===== src/rtl/vga_text_console.sv =====
// Text console writer: turns a character stream into character-map RAM writes,
// tracks the cursor, and blanks a line on entry and the whole screen on request.
module vga_text_console #(
    parameter int unsigned COLS  = 80,
    parameter int unsigned ROWS  = 60,
    parameter logic [7:0]  BLANK = 8'h20
) (
    input  logic        CLK_50M,
    input  logic        RESET_N,
    input  logic [7:0]  char_in,
    input  logic        char_valid,
    output logic        char_ready,
    input  logic        clear_req,
    output logic [12:0] mem_addr,
    output logic        mem_we_v,
    output logic [7:0]  b,
    output logic        busy,
    output logic [5:0]  cursor_row,
    output logic [6:0]  cursor_col
);

    localparam int unsigned ROW_W  = 6;
    localparam int unsigned COL_W  = 7;
    localparam int unsigned ADDR_W = ROW_W + COL_W;
    localparam int unsigned DATA_W = 8;

    localparam logic [ROW_W-1:0] LAST_ROW = ROW_W'(ROWS - 1);
    localparam logic [COL_W-1:0] LAST_COL = COL_W'(COLS - 1);

    localparam logic [DATA_W-1:0] CH_CR = 8'h0D;
    localparam logic [DATA_W-1:0] CH_LF = 8'h0A;
    localparam logic [DATA_W-1:0] CH_BS = 8'h08;

    typedef enum logic [1:0] {
        IDLE    = 2'd0,
        LINECLR = 2'd1,
        SCRCLR  = 2'd2
    } state_t;

    state_t             state, state_d;
    logic [ROW_W-1:0]   row_d, clr_row, clr_row_d, row_next;
    logic [COL_W-1:0]   col_d, clr_col, clr_col_d, col_prev;
    logic [ADDR_W-1:0]  addr_d;
    logic [DATA_W-1:0]  data_d;
    logic               we_d;

    // Handshake is decoded straight from state so a request is seen in the same cycle.
    assign char_ready = (state == IDLE) && !clear_req;

    assign row_next = (cursor_row == LAST_ROW) ? '0 : cursor_row + ROW_W'(1);
    assign col_prev = cursor_col - COL_W'(1);

    // Next-state, cursor, clear counters and RAM write request.
    always_comb begin
        state_d   = state;
        row_d     = cursor_row;
        col_d     = cursor_col;
        clr_row_d = clr_row;
        clr_col_d = clr_col;
        we_d      = 1'b0;
        addr_d    = mem_addr;
        data_d    = b;

        case (state)
            IDLE: begin
                clr_row_d = '0;
                clr_col_d = '0;
                if (clear_req) begin
                    state_d = SCRCLR;
                end else if (char_valid) begin
                    case (char_in)
                        CH_CR: col_d = '0;
                        CH_LF: begin
                            col_d   = '0;
                            row_d   = row_next;
                            state_d = LINECLR;
                        end
                        CH_BS: begin
                            if (cursor_col != '0) begin
                                we_d   = 1'b1;
                                addr_d = {cursor_row, col_prev};
                                data_d = BLANK;
                                col_d  = col_prev;
                            end
                        end
                        default: begin
                            we_d   = 1'b1;
                            addr_d = {cursor_row, cursor_col};
                            data_d = char_in;
                            if (cursor_col == LAST_COL) begin
                                col_d   = '0;
                                row_d   = row_next;
                                state_d = LINECLR;
                            end else begin
                                col_d = cursor_col + COL_W'(1);
                            end
                        end
                    endcase
                end
            end

            // The cursor row has already advanced, so this blanks the row just entered.
            LINECLR: begin
                we_d   = 1'b1;
                addr_d = {cursor_row, clr_col};
                data_d = BLANK;
                if (clr_col == LAST_COL) begin
                    clr_col_d = '0;
                    state_d   = IDLE;
                end else begin
                    clr_col_d = clr_col + COL_W'(1);
                end
            end

            SCRCLR: begin
                we_d   = 1'b1;
                addr_d = {clr_row, clr_col};
                data_d = BLANK;
                if (clr_col == LAST_COL) begin
                    clr_col_d = '0;
                    if (clr_row == LAST_ROW) begin
                        clr_row_d = '0;
                        row_d     = '0;
                        col_d     = '0;
                        state_d   = IDLE;
                    end else begin
                        clr_row_d = clr_row + ROW_W'(1);
                    end
                end else begin
                    clr_col_d = clr_col + COL_W'(1);
                end
            end

            default: state_d = IDLE;
        endcase
    end

    // State and output registers; reset aborts any clear in progress.
    always_ff @(posedge CLK_50M) begin
        if (!RESET_N) begin
            state      <= IDLE;
            cursor_row <= '0;
            cursor_col <= '0;
            clr_row    <= '0;
            clr_col    <= '0;
            mem_we_v   <= 1'b0;
            mem_addr   <= '0;
            b          <= '0;
            busy       <= 1'b0;
        end else begin
            state      <= state_d;
            cursor_row <= row_d;
            cursor_col <= col_d;
            clr_row    <= clr_row_d;
            clr_col    <= clr_col_d;
            mem_we_v   <= we_d;
            mem_addr   <= addr_d;
            b          <= data_d;
            busy       <= (state_d != IDLE);
        end
    end

endmodule


===== config.mk =====
export PLATFORM = sky130hd
export DESIGN_NAME = vga_text_console
export DESIGN_NICKNAME = d
export VERILOG_FILES = /design/src/rtl/vga_text_console.sv
export SDC_FILE = /design/constraint.sdc
export NUM_CORES = 1
export LEC_CHECK = 0
export ABC_AREA = 1
export BUFFER_PORTS_ARGS = -buffer_cell sky130_fd_sc_hd__buf_4
export CORE_MARGIN = 5
export CORE_UTILIZATION = 35
export CTS_CLUSTER_DIAMETER = 100
export DETAILED_ROUTE_END_ITERATION = 10
export PLACE_DENSITY = 0.51
export SETUP_SLACK_MARGIN = 0.4
export SLEW_MARGIN = 15
export SYNTH_ARGS = -nofsm -noshare
export SYNTH_HDL_FRONTEND = slang
export SYNTH_SLANG_ARGS = --single-unit
export TNS_END_PERCENT = 1

===== constraint.sdc =====
create_clock -name CLK_50M -period 2.2 [get_ports CLK_50M]
set_input_delay 0.22 -clock CLK_50M [delete_from_list [all_inputs] [get_ports CLK_50M]]
set_output_delay 0.22 -clock CLK_50M [all_outputs]
set_load 0.01 [all_outputs]

==> impl_metrics.toml, run 1 <==
[synthesis]
ys_types = 34
avgSynthCellArea_um2 = 6.34
yosysWarnings = 0
yosysSeqAreaShare_pct = 32.6
ys.flop_type = "dfxtp_1"
synth_top_area_share_pct = 32.6
ys_async_sr_fraction_pct = 0
netlist_area_um2 = 3130
synth_seq_cells = 51
synth_edf_count = 0
syn_nets = 518
netlist_instances = 494
yosysTopAreaCell = "dfxtp_1"
synth_area_leaders = "dfxtp_1 (33%), nand2_1 (13%), nor2_1 (12%), inv_1 (6.8%), o21ai_0 (5.6%)"

[routing]
drt_iter0_markers = 146
vias_per_cell = 4.78
drc = 0
ant_nets = 0
avgRoutedWirePerCell_um = 13.4
vias = 3120
postRouteWirelength_um = 8780
first_pass_iters = 5

[grt]
grt_pass1_vias = 2870
grt_start_max_net_pins = 23
overflow = 0
grt_pass1_wl_um = 14700
track_usage_pct = 16.2
antenna_found_initial = 0

[layout]
antennaDiodeCount = 0
stdcell_count = 653
fillerInstances = 926
num-nets-final = 568
drive_above_1_share_pct = 20.6
area_growth_pct = 21.0

[sta]
period_share_pct = 77.5
rsz0062_at_grt = "yes"
worst_slack_ns = 0.495
period_needed_ns = 1.71
worst_pin_slew_ns = 0.403
relSlewSlack_pct = 72.9
hold_ws_ns = 0.249
tns_ns = 0
drv_slew = 0
setup_viol = 0
final_hold_viol_count = 0
finClkSkew_ns = 0.00684
max_freq_mhz = 586

[hold_path]
hold_class = "primary input to register"

[placement]
post-place-cells = 644
routabilityCongestion = 0.853
hpwl_um = 6700
dp_slack_ns = 0.329
portBuffers = 48

[power_and_ir_drop]
ir_worst_vdd_mv = 0.220
p_leak_nw = 1.74
p_per_area_nw_per_um2 = 532
design_power_total_mw = 2.02

[floorplanning]
num_rows = 34
die_area_um2 = 10900
die_w_um = 105
start_util_pct = 35.9
pin_count = 49
core-area_um2 = 8720
fp.dieH_um = 105

[setup_path]
cp_data_arrival_time_ns = 1.91
start_kind = "register"
critPathCaptureType = "register"
crit_fanout = 6
crit_type = "register to register"
crit_required_ns = 2.41

[cts]
cts_buffer_depth = 2
root_buffer = "clkbuf_8"
cts_htree_levels = 2
path_clk_slew_ns = 0.10
cts-buffers-inserted = 5
cts_tree = "yes"
clk_latency_ns = 0.31
clock-sinks = 51

[status]
status = "finished, final reports clean"

[run]
maxCapViolCount = 0
[registers in the layout, indices dropped and copies added (netlist names)]
signal      cells
clr_col         7
busy            1
b               8
clr_row         6
state           2
cursor_col      7
mem_we_v        1
mem_addr       13
cursor_row      6
[per-layer routing]
layer  track usage [%]  wire [um]  part of all wire [%]  vias to the layer above
met1              23.7       4520                    51                     1409
met3              2.77        237                   2.7                        6
li1                  -          -                     -                     1671
met2              24.9       3940                    45                       34
met5                 0          0                     0                        -
met4              3.84         80                  0.91                        0
[power by group]
group	internal [mW]	switching, mW
logic	0.168	0.251
clock network	0.259	0.332
registers	0.973	0.0335
total	1.40	0.616
[cells in the final DEF (no fill, tap or decap), drive strengths merged, types with 2 or more instances in the layout]
cell / n
inv: 61
a21oi: 27
clkbuf: 7
nor3: 3
nand4: 8
nand2: 113
o21ai: 38
a211oi: 3
xnor2: 2
or2: 3
a31oi: 2
o22ai: 7
buf: 57
dfxtp: 51
nand3: 34
xor2: 2
clkinv: 3
nor2: 108
ha: 12
[final cells by class]
cell class / instances / area, um^2 / area share [%]
clock inverters: 1 / 8.76 / 0.231
flip-flops and latches: 51 / 1030 / 27.2
inverters: 63 / 240 / 6.34
well taps: 108 / 135 / 3.57
multi-input cells: 366 / 1860 / 49.0
repair buffers: 57 / 432 / 11.4
clock buffers: 7 / 86.3 / 2.28
[cells in the mapped netlist, types with 4 or more instances]
cell type and n:
dfxtp_1 51, nand4_1 6, inv_1 57, nor2_4 5
nand3_1 32, ha_1 12, inv_2 4, o21ai_0 35
a21oi_1 26, nor2_1 103, o22ai_1 7, nand2_2 6
clkbuf_1 8, nand2_1 107
[path summary, 6_finish.rpt]
check                           cells after the start   startpoint     endpoint  slack [ns]
worst max-delay path                               10   clr_col[0]   clr_row[4]        0.49
worst min register to register                      2  mem_addr[3]  mem_addr[3]        0.47
worst min-delay path                                3   char_valid     mem_we_v        0.25
worst max register to register                     10   clr_col[0]   clr_row[4]        0.49
[through the flow]
stage | cell area (um^2) | utilization (%)
2_1_floorplan | 3130 | -
3_3_place_gp | 3600 | 41.3
3_5_place_dp | 3600 | 41.3
4_1_cts | 3700 | 42.5
5_1_grt | 3790 | 43.5
6_report | 3790 | 43.5
[worst max-delay path, cell delays in order (launching register included)]
cell     delay [ns]
dfxtp_2        0.38
ha_2           0.20
nand2_1        0.06
inv_1          0.07
nand4_1        0.19
nand2_4        0.15
buf_4          0.15
nand3_1        0.09
nor2_1         0.13
xnor2_1        0.13
nor2_1         0.05
[logic make-up after synthesis]
logic type	count (synthesis)	synth area share [%]
AND/OR/NAND/NOR	270	37.5
AO/OA/AOI/OAI	80	13.7
buffers and inverters	77	10.3
flip-flops	51	32.6
adder cells (fa/ha/maj)	12	4.79
XOR/XNOR	4	1.12
[repair_timing]
item,CTS,global route
hold buffers,0,0
gates resized for setup,4,28
setup buffers,0,1
endpoints found under the setup margin,23,42
pin swaps,0,2
Note: power is estimated with default switching activity, not from simulation.
==> inputs of run 2 (changes only) <==
- clock period: 2.2 -> 1.7 ns (I/O delays scaled with it)
==> run 2 against run 1 <==
Wire length rose by 5.9%. Total power grew 39%. Clock-buffer cell count grew 1. Largest power group unchanged. Die area unchanged. Sequential power rose by 29%. Clock skew decreased by 0.0017 ns. Hold slack lost 0.054 ns. Critical path depth did not move. Setup slack worse by 0.39 ns. Via count grew 5.4%.
==> impl_metrics.toml, run 2 (synthesized netlist as in run 1, its figures left out) <==
[status]
status = "finished, final reports clean"

[routing]
first_pass_iters = 4
avgRoutedWirePerCell_um = 13.6
ant_nets = 0
vias_per_cell = 4.82
postRouteWirelength_um = 9290
vias = 3287
drc = 0
drt_iter0_markers = 136

[cts]
root_buffer = "clkbuf_8"
clock-sinks = 51
path_clk_slew_ns = 0.10
cts-buffers-inserted = 5
cts_htree_levels = 2
cts_buffer_depth = 2
clk_latency_ns = 0.31
cts_tree = "yes"

[grt]
track_usage_pct = 16.4
antenna_found_initial = 0
groute.layer.met1.usage_pct = 24.2
use_met3_pct = 2.59
overflow = 0
top_usage_layer = "met2"
met2_usage_pct = 25.8
grt_pass1_vias = 3024
grt_pass1_wl_um = 15000
grt_start_max_net_pins = 22

[setup_path]
crit_type = "register to register"
reg2regPathDepth = 10
crit_required_ns = 1.94
critical_path.slowest_cell = "dfxtp_2"
crit_top_cell = "nor2_4"
rr_startpoint = "clr_row[0]"
r2r-end = "cursor_col[1]"
start_kind = "register"
worstPathCellList = "ha_4 -> nand3_4 -> nor2_4 -> nor2_2 -> buf_4 -> nor2_4 -> nand3_4 -> nor2_4 -> nand2_1 -> a21oi_1"
slowest_delay_ns = 0.36
crit_fanout = 7
cp_data_arrival_time_ns = 1.83
critPathCaptureType = "register"
r2r_setup_slack_ns = 0.11

[power_and_ir_drop]
p_per_area_nw_per_um2 = 649
p_leak_nw = 1.94
ir_worst_vdd_mv = 0.303

[layout]
num-nets-final = 597
area_growth_pct = 38.0
final_cell_mix = "nor2_1 (92), nand2_1 (89), buf_4 (81), inv_1 (44), dfxtp_1 (40)"
largest_register_ffs = 13
fin_area_um2 = 4320
fillerInstances = 904
drive_above_1_share_pct = 33.4
stdcell_count = 682
regArea_um2 = 1040
antennaDiodeCount = 0
largest_register = "mem_addr"
top_regs = "mem_addr: 13 flops, b: 8 flops"
final_core_util_pct = 49.6
final_common_cell = "nor2_1"
multi_input_area_um2 = 2110

[placement]
portBuffers = 48
placed_area_um2 = 3900
post-place-cells = 668
routabilityCongestion = 0.855
hpwl_um = 7030

[sta]
hold_ws_ns = 0.195
tns_ns = 0
max_freq_mhz = 627
period_share_pct = 93.8
worst_pin_slew_ns = 0.429
period_needed_ns = 1.59
relSlewSlack_pct = 71.3
setup_viol = 0
drv_slew = 0
finClkSkew_ns = 0.00512
rsz0062_at_grt = "yes"
final_hold_viol_count = 0

[hold_path]
hold_class = "primary input to register"
hold_depth = 4
min_to = "b[5]"
min_from = "char_in[5]"

[floorplanning]
start_util_pct = 35.9
die_area_um2 = 10900
die_w_um = 105
core-area_um2 = 8720
pin_count = 49
fp.dieH_um = 105
num_rows = 34

[run]
maxCapViolCount = 0
[run 2: cell count changes in the layout (fill, tap and decap cells not counted), sizes merged]
cell / change
clkinv: -2
buf: +29
inv: +1
clkbuf: +1
[run 2: area by class of cell]
type | count | share of cell area, %
Inverter | 63 | 6.05
Sequential cell | 51 | 24.2
Multi-Input combinational cell | 366 | 48.7
Timing Repair Buffer | 86 | 15.6
Tap cell | 108 | 3.13
Clock buffer | 8 | 2.35
[run 2: stage by stage]
stage,worst slack (ns),total power [mW]
after floorplan,0.249,1.68
after global placement,0.0521,1.93
after detailed placement,0.0560,1.93
after CTS,0.0931,2.75
after global routing,-0.0205,2.95
final,0.106,2.80
[run 2: timing repair]
| item | 4_1_cts | 5_1_grt |
|---|---|---|
| setup endpoints to repair | 52 | 52 |
| hold buffers | 0 | 0 |
| resized for setup | 20 | 73 |
| setup buffers | 0 | 6 |
| pin swaps | 7 | 41 |
| gates cloned | 0 | 0 |
[run 2: how the worst max path moves through the flow]
stage / slack (ns) / start / endpoint
3_5_place_dp: 0.06 / state[0] / busy
2_1_floorplan: 0.25 / state[0] / cursor_col[0]
4_1_cts: 0.09 / clr_row[1] / cursor_row[4]
5_1_grt: -0.02 / state[0] / cursor_col[6]
6_report: 0.11 / clr_row[0] / cursor_col[1]
3_3_place_gp: 0.05 / cursor_col[1] / mem_addr[10]
[run 2: power by group]
part	total [mW]	leakage (nW)	internal, mW	switching [mW]
combinational	0.694	1.47	0.306	0.387
clock	0.808	0.0506	0.383	0.425
sequential	1.30	0.422	1.26	0.0451
total	2.80	1.94	1.95	0.857
[run 2: per-layer routing]
layer	vias up	share of wire (%)
met3	7	3.3
met5	-	0
met4	0	0.59
li1	1726	-
met1	1498	51
met2	56	45
[run 2: worst max-delay path: cells and delay by family (launching register included)]
family	cells	cell delay, ns
fa+ha+maj	1	0.15
simple gates	7	0.75
flops	1	0.36
buf+inv	1	0.13
compound gates	1	0.13
